### src/rtl/player_payout_credit.sv
// player_payout_credit
//
// This is the sequential payout engine. After a spin resolves it credits
// bet x multiplier coins into the 17-bit player score. Coins are credited
// one at a time, one every COIN_DIV clocks, so the display and sound logic
// can animate each one. The score saturates at MAX_SCORE.
//
// Optional feature macro: PLAYER_PAYOUT_INSTANT_EN
//   defined   : the whole payout is credited in one PAY cycle, clipped at
//               MAX_SCORE, followed by a single coin pulse. done follows
//               one cycle later.
//   undefined : coins are credited one by one at the COIN_DIV cadence.
//
// Parameters
//   COIN_DIV   clocks per credited coin (>= 1)
//   MAX_BET    coins per max bet (<= 15); a single bet is 1 coin
//   MAX_SCORE  score saturation ceiling
//
// Ports
//   clk         system clock, rising edge
//   resetn      asynchronous active-low reset
//   start       payout request, sampled only in IDLE
//   maxbet      1: bet = MAX_BET, 0: bet = 1
//   multiplier  payout multiplier 0..15
//   ogScore     score latched on an accepted start
//   newScore    running credited score (registered)
//   busy        high whenever the engine is not IDLE
//   coin        one-cycle pulse per credited coin
//   done        one-cycle pulse when the payout completes
//   saturated   sticky: a credit was clipped at MAX_SCORE
module player_payout_credit #(
   parameter int unsigned COIN_DIV  = 4,
   parameter int unsigned MAX_BET   = 5,
   parameter logic [16:0] MAX_SCORE = 17'd99999
) (
   input  logic        clk,
   input  logic        resetn,
   input  logic        start,
   input  logic        maxbet,
   input  logic [3:0]  multiplier,
   input  logic [16:0] ogScore,
   output logic [16:0] newScore,
   output logic        busy,
   output logic        coin,
   output logic        done,
   output logic        saturated
);

   localparam logic [1:0] IDLE = 2'd0;
   localparam logic [1:0] PAY  = 2'd1;
   localparam logic [1:0] DONE = 2'd2;

   logic [1:0]  state;
   logic [16:0] score;
   logic [7:0]  remaining;
   logic [3:0]  bet;
   logic [7:0]  payout;

   always_comb begin
      bet    = maxbet ? 4'(MAX_BET) : 4'd1;
      payout = {4'd0, bet} * {4'd0, multiplier};
   end

`ifdef PLAYER_PAYOUT_INSTANT_EN
   logic [17:0] sum_all;
   logic        clip;

   always_comb begin
      sum_all = {1'b0, score} + {10'd0, remaining};
      clip    = sum_all > {1'b0, MAX_SCORE};
   end
`else
   localparam int unsigned          DIV_W      = (COIN_DIV > 1) ? $clog2(COIN_DIV) : 1;
   localparam logic [DIV_W-1:0]     DIV_RELOAD = DIV_W'(COIN_DIV - 1);

   logic [DIV_W-1:0] divider;
   logic [17:0]      sum_one;
   logic             credit_ok;

   // The increment is formed at 18 bits so a score already at or above
   // MAX_SCORE can never wrap.
   always_comb begin
      sum_one   = {1'b0, score} + 18'd1;
      credit_ok = sum_one <= {1'b0, MAX_SCORE};
   end
`endif

   always_ff @(posedge clk or negedge resetn) begin
      if (!resetn) begin
         state     <= IDLE;
         score     <= '0;
         remaining <= '0;
         coin      <= 1'b0;
         done      <= 1'b0;
         saturated <= 1'b0;
`ifndef PLAYER_PAYOUT_INSTANT_EN
         divider   <= '0;
`endif
      end else begin
         coin <= 1'b0;
         done <= 1'b0;
         case (state)
            IDLE: begin
               if (start) begin
                  score     <= ogScore;
                  saturated <= 1'b0;
                  remaining <= payout;
`ifndef PLAYER_PAYOUT_INSTANT_EN
                  divider   <= DIV_RELOAD;
`endif
                  if (payout != 8'd0) begin
                     state <= PAY;
                  end else begin
                     state <= DONE;
                     done  <= 1'b1;
                  end
               end
            end
            PAY: begin
`ifdef PLAYER_PAYOUT_INSTANT_EN
               coin      <= 1'b1;
               remaining <= '0;
               if (clip) begin
                  score     <= MAX_SCORE;
                  saturated <= 1'b1;
               end else begin
                  score <= sum_all[16:0];
               end
               // done is raised from DONE one cycle later, after the coin.
               state <= DONE;
`else
               if (divider != '0) begin
                  divider <= divider - DIV_W'(1);
               end else begin
                  if (credit_ok) begin
                     score <= sum_one[16:0];
                  end else begin
                     saturated <= 1'b1;
                  end
                  remaining <= remaining - 8'd1;
                  coin      <= 1'b1;
                  divider   <= DIV_RELOAD;
                  if (remaining == 8'd1) begin
                     state <= DONE;
                     done  <= 1'b1;
                  end
               end
`endif
            end
            DONE: begin
               // Entering DONE with done already set leaves after one cycle.
               // Otherwise (the instant-credit path) done is raised first.
               if (done) begin
                  state <= IDLE;
               end else begin
                  done <= 1'b1;
               end
            end
            default: state <= IDLE;
         endcase
      end
   end

   assign newScore = score;
   assign busy     = (state != IDLE);

endmodule

### config.mk
export PLATFORM = sky130hd
export DESIGN_NAME = player_payout_credit
export DESIGN_NICKNAME = d
export VERILOG_FILES = /design/src/rtl/player_payout_credit.sv
export SDC_FILE = /design/constraint.sdc
export NUM_CORES = 1
export LEC_CHECK = 0
export BUFFER_PORTS_ARGS = -buffer_cell sky130_fd_sc_hd__clkbuf_2
export CORE_ASPECT_RATIO = 0.8
export CORE_MARGIN = 2
export CORE_UTILIZATION = 56
export CTS_CLUSTER_DIAMETER = 120
export CTS_CLUSTER_SIZE = 40
export DETAILED_ROUTE_END_ITERATION = 7
export GPL_ROUTABILITY_DRIVEN = 0
export PLACE_DENSITY = 0.81
export SLEW_MARGIN = 20
export SYNTH_ARGS = -nofsm -noshare
export SYNTH_HDL_FRONTEND = slang
export SYNTH_SLANG_ARGS = --single-unit
### constraint.sdc
create_clock -name clk -period 3.5 [get_ports clk]
set_input_delay 0.35 -clock clk [delete_from_list [all_inputs] [get_ports clk]]
set_output_delay 0.35 -clock clk [all_outputs]
set_load 0.02 [all_outputs]
* Yosys cells after proc, flatten, opt, wreduce, memory -nomap -nowiden
Index checks and enable logic that the tools add are counted.
** Storage, ports and cells
- Register bits after elaboration :: 32
- Bits in latches :: 0
- Bits in writable memories :: 0
- ROM bits :: 0
- Input port bits :: 25
- Output and inout bits :: 21
- Logic and storage cells :: 60
- Memories kept :: 0
** Cells by class
- $add $sub $neg :: 3
- Multiply operators :: 1
- Divide/modulo/power cells :: 0
- Order comparisons :: 1
- Eq/ne operators :: 9
- Shift-type cells :: 0
- Muxes and demuxes :: 29
- Bitwise logic cells :: 0
- Reduce and logical (&&, ||, !) cells :: 10
** Operators by type and width (number)
- 17-bit 2-to-1 mux :: 3
- 17-bit one-hot mux with 2 select lines :: 1
- 17-bit by 1-bit adder with 18-bit output, second input constant :: 1
- 18-bit by 17-bit less-or-equal comparator with 1-bit output, second input constant :: 1
- 8-bit 2-to-1 mux :: 2
- 8-bit one-hot mux with 2 select lines :: 1
- 2-bit 2-to-1 mux :: 7
- 2-bit != test, second input constant :: 6
- 4-bit AND reduction :: 3
- 1-bit 2-to-1 mux :: 10
- 8-bit by 1-bit equality test with 1-bit output, second input constant :: 1
- 8-bit nonzero test :: 1
- 8-bit by 1-bit subtractor with 8-bit output, second input constant :: 1
- 3-bit by 4-bit multiplier with 7-bit output :: 1
- 2-bit one-hot mux with 3 select lines :: 1
- 2-bit nonzero test :: 3
- 2-bit one-hot mux with 2 select lines :: 1
- 3-bit 2-to-1 mux :: 1
- 1-bit one-hot mux with 3 select lines :: 1
- 3-bit AND reduction :: 1
- 2-bit by 1-bit equality test with 1-bit output, second input constant :: 1
- 2-bit equality test, second input constant :: 1
- 2-bit logical NOT :: 1
- 1-bit one-hot mux with 2 select lines :: 1
- other kinds (2) :: 2

* Logic depth before layout (Yosys ltp)
Gate-level depths: netlist of the first run.
- Depth in word-level cells :: 6
- Mapped depth :: 10
- Mapped depth without buffers :: 8

* Worst setup path after synthesis of the first run
Ideal clock, no wire load.
- Path type :: register to register
- Start :: register score[9] (netlist: newScore[9])
- End :: register score[7] (netlist: newScore[7])
- Setup time :: 0.087 ns
- Data arrival time :: 2.721 ns
- Data required time :: 3.413 ns
- Slack :: 0.692 ns
- Stages on the path, launching flop included :: 9
- Buffers on the path :: 1
- Clock period less this slack :: 2.808 ns
- Path through :: dfrtp_1 -> buf_2 -> nand3_2 -> nor4_2 -> mux2_1 -> o21a_1 -> o31a_1 -> or4_1 -> a22oi_1
** On the way
- Cells in the longest elaborated chain, start to end :: 4
** RTL lines
- start, declared :: RTL line 54 : logic [16:0] score;
- start signal, assigned :: RTL line 105 : score <= ogScore;
- start signal, assigned :: RTL line 136 : score <= sum_one[16:0];
- 17-bit by 1-bit adder with 18-bit output :: RTL line 83 : sum_one = {1'b0, score} + 18'd1;
- 18-bit by 17-bit less-or-equal comparator with 1-bit output :: RTL line 84 : credit_ok = sum_one <= {1'b0, MAX_SCORE};
- 2-bit != test (no source line)
- 4-bit AND reduction (no source line)
No other way between the ends.
A chain may end at the register's enable or synchronous reset.

* Worst setup path in the final report of the first run
- Start :: register score[7] (netlist: newScore[7])
- End :: register score[1] (netlist: newScore[1])
Same word-level chain as after synthesis.

==> results of run 1 <==
## logic make-up (layout without fill, tap and decap cells)
family          count (synthesis)  after routing  synth area share (%)
mux                             4              4                  1.79
flops                          32             32                  33.7
xor+xnor                        2              2                 0.737
fa+ha+maj                      10             10                  5.58
compound gates                 91             91                  25.7
buf+inv                        32             74                  5.32
simple gates                  129            129                  27.2
## cells in the final DEF, fill, tap and decap left out, types with 6 or more instances in the layout
cell type / synthesis / final
sky130_fd_sc_hd__clkbuf_2: 0 / 45
sky130_fd_sc_hd__nand2_1: 34 / 34
sky130_fd_sc_hd__nor2_1: 32 / 32
sky130_fd_sc_hd__dfrtp_1: 32 / 32
sky130_fd_sc_hd__a21oi_1: 21 / 21
sky130_fd_sc_hd__nor3_1: 17 / 17
sky130_fd_sc_hd__o21ai_0: 15 / 15
sky130_fd_sc_hd__inv_1: 12 / 12
sky130_fd_sc_hd__nand3_1: 11 / 11
sky130_fd_sc_hd__ha_1: 9 / 9
sky130_fd_sc_hd__buf_4: 0 / 9
sky130_fd_sc_hd__a31oi_1: 8 / 8
sky130_fd_sc_hd__a22oi_1: 6 / 6
sky130_fd_sc_hd__o32a_1: 6 / 6
## worst max path at each step
stage | endpoint | slack (ns)
6_report | newScore[1]$_DFFE_PN0P_ | 0.19
5_1_grt | newScore[1]$_DFFE_PN0P_ | 0.03
4_1_cts | newScore[1]$_DFFE_PN0P_ | 0.32
3_5_place_dp | newScore[1]$_DFFE_PN0P_ | 0.33
3_3_place_gp | newScore[1]$_DFFE_PN0P_ | 0.46
2_1_floorplan | newScore[7]$_DFFE_PN0P_ | 0.69
## flip-flops by register name, indices dropped and copies added (netlist names)
name and count:
remaining 8, coin 1, divider 2, state 2, saturated 1, newScore 17
done 1
## layout make-up
cell class | count | area [um^2]
Clock buffer | 5 | 68.8
Timing Repair Buffer | 54 | 293
Fill cell | 365 | 1350
Sequential cell | 32 | 801
Tap cell | 57 | 71.3
Clock inverter | 3 | 42.5
Inverter | 12 | 45.0
Multi-Input combinational cell | 236 | 1450
## power breakdown
part,leakage [nW],internal (mW),switching (mW)
Clock,0.0541,0.211,0.155
Sequential,0.385,0.533,0.232
Combinational,0.766,0.487,0.858
Total,1.20,1.23,1.25
## per-layer routing
layer	part of all wire (%)	GRT usage (%)	vias up	wire [um]
li1	-	-	1200	-
met1	47	43.5	1159	3000
met2	42	39.5	133	2670
met3	9.8	6.54	14	633
met4	1.3	8.18	2	83
met5	0.70	7.78	-	45
==> flow_metrics.py, run 1 <==
metrics = {
    "die": {
        "ioPinCount": 46,
        "die_height_um": 62.3,
        "rows": 21,
        "die_area_um2": 4790,
        "fp.coreArea_um2": 4130,
        "initial_utilization_pct": 57.6,
        "die_w_um": 76.8,
    },
    "sta": {
        "timing_worst_slew_pin_value_ns": 1.10,
        "final_min_period_over_clock_period_pct": 94.5,
        "worst_slack_ns": 0.193,
        "finClkSkew_ns": 0.00878,
        "maxSlewViolCount": 0,
        "final_period_minus_worst_setup_slack_ns": 3.31,
        "worst_hold_slack_ns": 0.134,
        "tns_ns": 0,
        "slew_headroom_pct": 26.8,
        "final-setup-viol-count": 0,
        "fmax_mhz": 302,
        "timing.final.hold_violations": 0,
        "unrepaired_setup_endpoints_after_global_routing": "false",
    },
    "logic_synthesis": {
        "synthArstFlopShare_pct": 100,
        "netlist.area_leader.share_pct": 33.7,
        "ys_seq_area_share_pct": 33.7,
        "syn_area_um2": 2380,
        "avgSynthCellArea_um2": 7.92,
        "synth-edff-count": 0,
        "postSynthRegisterBits": 32,
        "top_cell_types_by_occurrence_after_synthesis": "sky130_fd_sc_hd__nand2_1 (34), sky130_fd_sc_hd__dfrtp_1 (32), sky130_fd_sc_hd__nor2_1 (32)",
        "ys_dominant_reg_cell": "sky130_fd_sc_hd__dfrtp_1",
        "netlist_cell_types": 47,
        "synthesis.instances": 300,
        "yosys.cell_count.top_type": "sky130_fd_sc_hd__nand2_1",
        "yosys-top-cells-area": "sky130_fd_sc_hd__dfrtp_1 (34%), sky130_fd_sc_hd__nand2_1 (5.4%), sky130_fd_sc_hd__nor2_1 (5.1%)",
        "synth-warning-count": 0,
        "post_synthesis_net_count": 335,
        "post-synth-top-area-cell": "sky130_fd_sc_hd__dfrtp_1",
    },
    "job": {
        "max_cap_viol_count": 0,
    },
    "cts": {
        "htree_levels": 2,
        "cts_resized": 0,
        "cts_made_buffers": 5,
        "clock-root-buffer": "sky130_fd_sc_hd__clkbuf_8",
        "cts-hold-fix-buffers": 0,
        "path_clk_slew_ns": 0.08,
        "cts_tree": "done",
        "clock_tree.buffer_depth": 2,
        "worst_skew_pair.late_latency_ns": 0.30,
        "numClockSinks": 32,
        "post_cts.repair.setup_buffers": 0,
    },
    "route": {
        "initialDrtViolationCount": 300,
        "vias": 2508,
        "drt_pass1_iterations": 5,
        "drt_wl_total_um": 6440,
        "ant_nets": 0,
        "via_per_inst": 6.29,
        "wl_per_cell_um": 16.1,
        "count_of_unresolved_drc_violations_after_routing": 0,
    },
    "finish": {
        "num-nets-final": 376,
        "stdcell_area_um2": 2770,
        "finish.cell_count_without_fillers": 399,
        "final_core_util_pct": 67.2,
        "antennaDiodeCount": 0,
        "layout-drive-gt1-share_pct": 19.9,
        "synthToLayoutAreaGrowth_pct": 16.7,
    },
    "power_and_ir_drop": {
        "static-leakage-power_nw": 1.20,
        "max-vdd-ir-drop_v": 0.000510,
        "power.density_nw_per_um2": 893,
        "total_power_mw": 2.48,
    },
    "worst_setup_path": {
        "arrival_ns": 3.48,
        "r2r_start": "newScore[7]$_DFFE_PN0P_",
        "regToRegSetupSlack_ns": 0.19,
        "crit_buf_inv": 0,
        "r2r_end": "newScore[1]$_DFFE_PN0P_",
        "timing.critical_path.from_type": "flip-flop",
        "path_delay_family": "simple AND/OR/NAND/NOR gates",
        "worst_path_max_delay_cell": "sky130_fd_sc_hd__a21oi_1",
        "setup.worst_path.class": "reg -> reg",
        "worst_setup_path_startpoint": "newScore[7]$_DFFE_PN0P_",
        "cp_common_cell": "sky130_fd_sc_hd__nor2_1",
        "required_time_of_the_worst_setup_path_ns": 3.68,
        "critical_path_maximum_fanout": 10,
        "crit_path_max_incr_delay_ns": 0.87,
        "endpoint_kind": "flip-flop",
        "critical_path_depth": 7,
        "path_cells": "nand3_1, nor3_1, nand4_1, nor2_1, nor2_1, a21oi_1, mux2_1",
        "r2r.worst_path.cells": 7,
    },
    "global_route": {
        "grt_antenna_before_repair": 0,
        "grt_first_pass_wirelength_um": 11000,
        "grt_usage_pct": 28.5,
        "pin_count_of_the_biggest_net_entering_global_routing": 33,
        "final_global_route_overflow_total": 0,
        "grt_pass1_vias": 2267,
    },
    "hold_path": {
        "hold_path_class": "in -> async",
    },
    "placement": {
        "place_area_um2": 2660,
        "hpwl_um": 4640,
        "io_buffer_count": 45,
        "place_ws_ns": 0.331,
        "dp.cells": 391,
    },
    "run_status": {
        "outcome": "finished clean",
    },
}
Note: power is estimated with default switching activity, not from simulation.
==> run 2: changes to the inputs <==
--- a/config.mk
+++ b/config.mk
@@ -14,6 +14,7 @@
 export DETAILED_ROUTE_END_ITERATION = 7
 export GPL_ROUTABILITY_DRIVEN = 0
 export PLACE_DENSITY = 0.81
+export REMOVE_ABC_BUFFERS = 1
 export SLEW_MARGIN = 20
 export SYNTH_ARGS = -nofsm -noshare
 export SYNTH_HDL_FRONTEND = slang
==> run 2 against run 1 <==
  * Flip-flop and latch count stayed put
  * Setup slack better by 0.12 ns
  * Sequential power grew 2%
  * Routed wire length decreased by 0.93%
  * Die area is the same
  * Critical path type unchanged
  * Highest routed layer is now met4
==> flow_metrics.py, run 2 (same netlist as run 1, synthesis figures left out) <==
metrics = {
    "placement": {
        "place_ws_ns": 0.429,
        "hpwl_um": 4600,
        "io_buffer_count": 45,
    },
    "finish": {
        "mostFrequentLayoutCells": "sky130_fd_sc_hd__clkbuf_2 (45), sky130_fd_sc_hd__nand2_1 (34), sky130_fd_sc_hd__nor2_1 (32), sky130_fd_sc_hd__dfrtp_1 (32), sky130_fd_sc_hd__a21oi_1 (21)",
        "layout.area.seq_um2": 801,
        "multiInputGateArea_um2": 1450,
        "antennaDiodeCount": 0,
        "num-nets-final": 374,
        "layout-drive-gt1-share_pct": 19.1,
        "fill_cells": 363,
        "synthToLayoutAreaGrowth_pct": 15.9,
        "largest_register_ffs": 17,
        "layout_commonest_cell": "sky130_fd_sc_hd__clkbuf_2",
    },
    "sta": {
        "worst_slack_ns": 0.310,
        "unrepaired_setup_endpoints_after_global_routing": "false",
        "final-setup-viol-count": 0,
        "slew_headroom_pct": 40.9,
        "final_min_period_over_clock_period_pct": 91.1,
        "maxSlewViolCount": 0,
        "fmax_mhz": 314,
        "timing_worst_slew_pin_value_ns": 0.881,
        "tns_ns": 0,
        "final_period_minus_worst_setup_slack_ns": 3.19,
        "worst_hold_slack_ns": 0.151,
        "timing.final.hold_violations": 0,
        "finClkSkew_ns": 0.00545,
    },
    "route": {
        "ant_nets": 0,
        "wl_per_cell_um": 16.1,
        "count_of_unresolved_drc_violations_after_routing": 0,
        "via_per_inst": 6.17,
        "vias": 2448,
        "drt_pass1_iterations": 5,
        "drt_wl_total_um": 6380,
        "initialDrtViolationCount": 296,
    },
    "global_route": {
        "pin_count_of_the_biggest_net_entering_global_routing": 33,
        "final_global_route_overflow_total": 0,
        "grt_usage_pct": 27.0,
        "grt_antenna_before_repair": 0,
        "grt_first_pass_wirelength_um": 10400,
        "grt_pass1_vias": 2096,
    },
    "cts": {
        "numClockSinks": 32,
        "clock_tree.buffer_depth": 2,
        "clock-root-buffer": "sky130_fd_sc_hd__clkbuf_8",
        "worst_skew_pair.late_latency_ns": 0.28,
        "post_cts.repair.setup_buffers": 0,
        "htree_levels": 2,
        "cts_made_buffers": 5,
        "cts_tree": "done",
        "cts_resized": 0,
        "path_clk_slew_ns": 0.07,
        "cts-hold-fix-buffers": 0,
    },
    "power_and_ir_drop": {
        "max-vdd-ir-drop_v": 0.000474,
        "power.density_nw_per_um2": 891,
        "static-leakage-power_nw": 1.20,
    },
    "worst_setup_path": {
        "timing.critical_path.from_type": "flip-flop",
        "critical_path_maximum_fanout": 8,
        "endpoint_kind": "flip-flop",
        "arrival_ns": 3.36,
        "required_time_of_the_worst_setup_path_ns": 3.67,
        "setup.worst_path.class": "reg -> reg",
    },
    "job": {
        "max_cap_viol_count": 0,
    },
    "die": {
        "die_w_um": 76.8,
        "die_area_um2": 4790,
        "rows": 21,
        "initial_utilization_pct": 57.6,
        "die_height_um": 62.3,
        "ioPinCount": 46,
        "fp.coreArea_um2": 4130,
    },
    "run_status": {
        "outcome": "finished clean",
    },
    "hold_path": {
        "hold_path_class": "in -> async",
    },
}
run 2: layout make-up:
type / count / area share [%]
clock buffer: 6 / 2.63
inverter: 12 / 1.63
tap: 57 / 2.59
clock inverter: 2 / 1.27
timing repair buffer: 52 / 10.1
sequential: 32 / 29.1
multi-input combinational: 236 / 52.7
run 2: power breakdown:
part           switching (mW)  internal (mW)  total [mW]
clock network           0.139          0.211       0.350
logic                   0.845          0.480        1.33
registers               0.246          0.533       0.780
run 2: path summary, 6_finish.rpt:
path / cells after the start / slack, ns / startpoint / endpoint
worst max register to register: 9 / 0.31 / newScore[0]$_DFFE_PN0P_ / newScore[13]$_DFFE_PN0P_
max in group asynchronous: 1 / 2.83 / resetn / newScore[14]$_DFFE_PN0P_
worst min register to register: 1 / 0.47 / divider[0]$_DFFE_PN0P_ / divider[0]$_DFFE_PN0P_
worst min-delay path: 1 / 0.15 / resetn / newScore[9]$_DFFE_PN0P_
min in group clk: 3 / 0.32 / multiplier[0] / remaining[0]$_DFFE_PN0P_
worst max-delay path: 9 / 0.31 / newScore[0]$_DFFE_PN0P_ / newScore[13]$_DFFE_PN0P_
run 2: worst max-delay path: stages, from the launching register on:
cell                      delay (ns)
sky130_fd_sc_hd__dfrtp_1        0.44
sky130_fd_sc_hd__ha_1           0.32
sky130_fd_sc_hd__nand4_1        0.29
sky130_fd_sc_hd__nor4_4         0.43
sky130_fd_sc_hd__a31o_1         0.23
sky130_fd_sc_hd__a31oi_1        0.13
sky130_fd_sc_hd__o31ai_2        0.43
sky130_fd_sc_hd__a21oi_1        0.35
sky130_fd_sc_hd__buf_4          0.26
sky130_fd_sc_hd__o22a_1         0.21
run 2: routing by layer:
layer / vias to the layer above / wire length (um) / track usage, %
li1: 1193 / - / -
met1: 1131 / 3020 / 41.9
met2: 113 / 2750 / 38.8
met3: 11 / 526 / 4.36
met4: 0 / 78 / 7.50
met5: - / 0 / 0
run 2: metrics by stage:
| stage | cell area [um^2] | total power, mW | util, % | std cells |
|---|---|---|---|---|
| final | 2760 | 2.46 | 66.8 | 397 |
| after floorplan | 2300 | 1.63 | - | 280 |
| after detailed placement | 2650 | 2.07 | 64.2 | 389 |
| after CTS | 2760 | 2.43 | 66.8 | 397 |
| after global placement | 2650 | 2.04 | 64.2 | 389 |
| after global routing | 2760 | 2.64 | 66.8 | 397 |
==> run 3: changes to the inputs <==
==> constraint.sdc (replaced) <==
create_clock -name clk -period 3.1 [get_ports clk]
set_input_delay 0.31 -clock clk [delete_from_list [all_inputs] [get_ports clk]]
set_output_delay 0.31 -clock clk [all_outputs]
set_load 0.02 [all_outputs]
==> run 3 against run 2 <==
  * Cell count increased by 3.0%
  * Fmax increased by 8.1%
  * Cell area increased by 3.1%
  * Setup slack got worse by 0.16 ns
  * Non-clock buffer count increased by 12
  * Clock skew decreased by 0.00054 ns
  * Clock-buffer cell count unchanged
  * Combinational power increased by 20%
  * Sequential share of layout area decreased by 0.83 points
  * Die area unchanged
  * Critical path depth unchanged
  * Register-to-register slack got worse by 0.16 ns
  * Largest cell class unchanged
  * Highest routed layer unchanged
==> flow_metrics.py, run 3 (same netlist as run 1, synthesis figures left out) <==
metrics = {
    "run_status": {
        "outcome": "finished clean",
    },
    "die": {
        "die_area_um2": 4790,
        "ioPinCount": 46,
        "rows": 21,
        "initial_utilization_pct": 57.6,
        "fp.coreArea_um2": 4130,
        "die_w_um": 76.8,
        "die_height_um": 62.3,
    },
    "sta": {
        "tns_ns": 0,
        "final_min_period_over_clock_period_pct": 95.2,
        "slew_headroom_pct": 44.7,
        "timing_worst_slew_pin_value_ns": 0.830,
        "maxSlewViolCount": 0,
        "finClkSkew_ns": 0.00491,
        "final-setup-viol-count": 0,
        "worst_slack_ns": 0.150,
        "timing.final.hold_violations": 0,
        "fmax_mhz": 339,
        "worst_hold_slack_ns": 0.108,
        "final_period_minus_worst_setup_slack_ns": 2.95,
    },
    "finish": {
        "num-nets-final": 386,
        "layout_commonest_cell": "sky130_fd_sc_hd__clkbuf_2",
        "synthToLayoutAreaGrowth_pct": 19.5,
        "stdcell_area_um2": 2840,
        "finish.cell_count_without_fillers": 409,
        "mostFrequentLayoutCells": "sky130_fd_sc_hd__clkbuf_2 (45), sky130_fd_sc_hd__nand2_1 (34), sky130_fd_sc_hd__nor2_1 (32)",
        "fill_cells": 376,
        "largest_register_ffs": 17,
        "layout-drive-gt1-share_pct": 22.4,
        "antennaDiodeCount": 0,
        "final_core_util_pct": 68.9,
    },
    "worst_setup_path": {
        "crit_path_max_incr_delay_ns": 0.44,
        "endpoint_kind": "flip-flop",
        "setup.worst_path.class": "reg -> reg",
        "path_cells": "ha_1, nand4_1, nor4_4, a31o_1, a31oi_1, o31a_1, buf_4, nor4_1, o22ai_1",
        "arrival_ns": 3.11,
        "timing.critical_path.from_type": "flip-flop",
        "r2r_start": "newScore[1]$_DFFE_PN0P_",
        "worst_setup_path_startpoint": "newScore[1]$_DFFE_PN0P_",
        "required_time_of_the_worst_setup_path_ns": 3.26,
        "worst_path_max_delay_cell": "sky130_fd_sc_hd__dfrtp_1",
        "critical_path_maximum_fanout": 9,
    },
    "route": {
        "via_per_inst": 6.34,
        "count_of_unresolved_drc_violations_after_routing": 0,
        "wl_per_cell_um": 16.5,
        "met2_wirelength_um": 3060,
        "vias": 2592,
        "initialDrtViolationCount": 247,
        "ant_nets": 0,
        "route.top_layer_used": "met4",
        "met3_wirelength_um": 616,
        "wl_met1_um": 2910,
        "drt_pass1_iterations": 5,
        "drt_wl_total_um": 6740,
    },
    "power_and_ir_drop": {
        "static-leakage-power_nw": 1.26,
        "netSwitchingFraction_pct": 50.6,
        "power_report.internal_total_mw": 1.38,
        "power.density_nw_per_um2": 987,
        "power_frac_comb_pct": 56.6,
        "total_power_mw": 2.80,
        "seq_power_share_pct": 31.3,
        "clockPowerShare_pct": 12.1,
        "power.net_switching_mw": 1.42,
        "max-vdd-ir-drop_v": 0.000535,
    },
    "placement": {
        "place_area_um2": 2720,
        "hpwl_um": 4880,
        "io_buffer_count": 45,
        "place_ws_ns": 0.111,
        "dp.cells": 398,
    },
    "cts": {
        "worst_skew_pair.late_latency_ns": 0.29,
        "numClockSinks": 32,
        "htree_levels": 2,
        "cts-hold-fix-buffers": 0,
        "cts_made_buffers": 5,
        "cts_tree": "done",
        "clock-root-buffer": "sky130_fd_sc_hd__clkbuf_8",
        "clock_tree.buffer_depth": 2,
        "path_clk_slew_ns": 0.07,
    },
    "global_route": {
        "final_global_route_overflow_total": 0,
        "pin_count_of_the_biggest_net_entering_global_routing": 33,
        "grt_pass1_vias": 2425,
        "grt_first_pass_wirelength_um": 11200,
        "grt_antenna_before_repair": 0,
        "grt_usage_pct": 29.0,
    },
    "hold_path": {
        "hold_path_class": "in -> async",
    },
    "job": {
        "max_cap_viol_count": 0,
    },
}
[run 3: cell types whose count changed in the layout (fill, tap and decap cells not counted)]
cell and change:
sky130_fd_sc_hd__nor4_2 -1, sky130_fd_sc_hd__buf_4 +12, sky130_fd_sc_hd__clkinv_2 +1, sky130_fd_sc_hd__dfrtp_1 -1, sky130_fd_sc_hd__clkbuf_8 +1, sky130_fd_sc_hd__clkbuf_1 -1
sky130_fd_sc_hd__dfrtp_2 +1, sky130_fd_sc_hd__bufinv_16 -1, sky130_fd_sc_hd__nor4_4 +1
[run 3: timing repair]
item                       4_1_cts  5_1_grt
hold endpoints to repair         0        0
gates resized for setup          0        2
buffers inserted                 0        3
setup endpoints to repair        0        4
[run 3: power by group through the flow]
stage / Combinational, mW / Sequential, mW / Clock, mW
finish: 1.59 / 0.876 / 0.340
global route: 1.75 / 0.910 / 0.359
CTS: 1.56 / 0.864 / 0.342
detailed placement: 1.55 / 0.866 / 0
global placement: 1.52 / 0.850 / 0
floorplan: 0.892 / 0.951 / 0
[run 3: final timing paths]
path                                            end  slack (ns)  cells after the start
min                         newScore[2]$_DFFE_PN0P_        0.11                      1
min in group clk            newScore[0]$_DFFE_PN0P_        0.25                      2
max                        newScore[14]$_DFFE_PN0P_        0.15                      9
max in group asynchronous   newScore[9]$_DFFE_PN0P_        2.43                      1
max reg2reg                newScore[14]$_DFFE_PN0P_        0.15                      9
min reg2reg                  divider[0]$_DFFE_PN0P_        0.48                      1
[run 3: area by class of cell]
type                       count  area, um^2  share of cell area (%)
inverter                      12        45.0                    1.59
clock inverter                 2        10.0                   0.352
clock buffer                   6        82.6                    2.91
sequential                    32         802                    28.2
timing repair buffer          64         368                    13.0
multi-input combinational    236        1460                    51.5
tap                           57        71.3                    2.51
[run 3: routing by layer]
layer / up-vias / global-route usage, %
li1: 1214 / -
met1: 1197 / 39.8
met2: 160 / 45.1
met3: 21 / 6.25
met4: 0 / 10.9
met5: - / 0
[run 3: worst max-delay path: cells and delay by family (launching register included)]
kind                     cells  cell delay [ns]
AO/OA/AOI/OAI                4             0.83
adder cells (fa/ha/maj)      1             0.34
AND/OR/NAND/NOR              3             0.98
buffers and inverters        1             0.22
flip-flops                   1             0.44
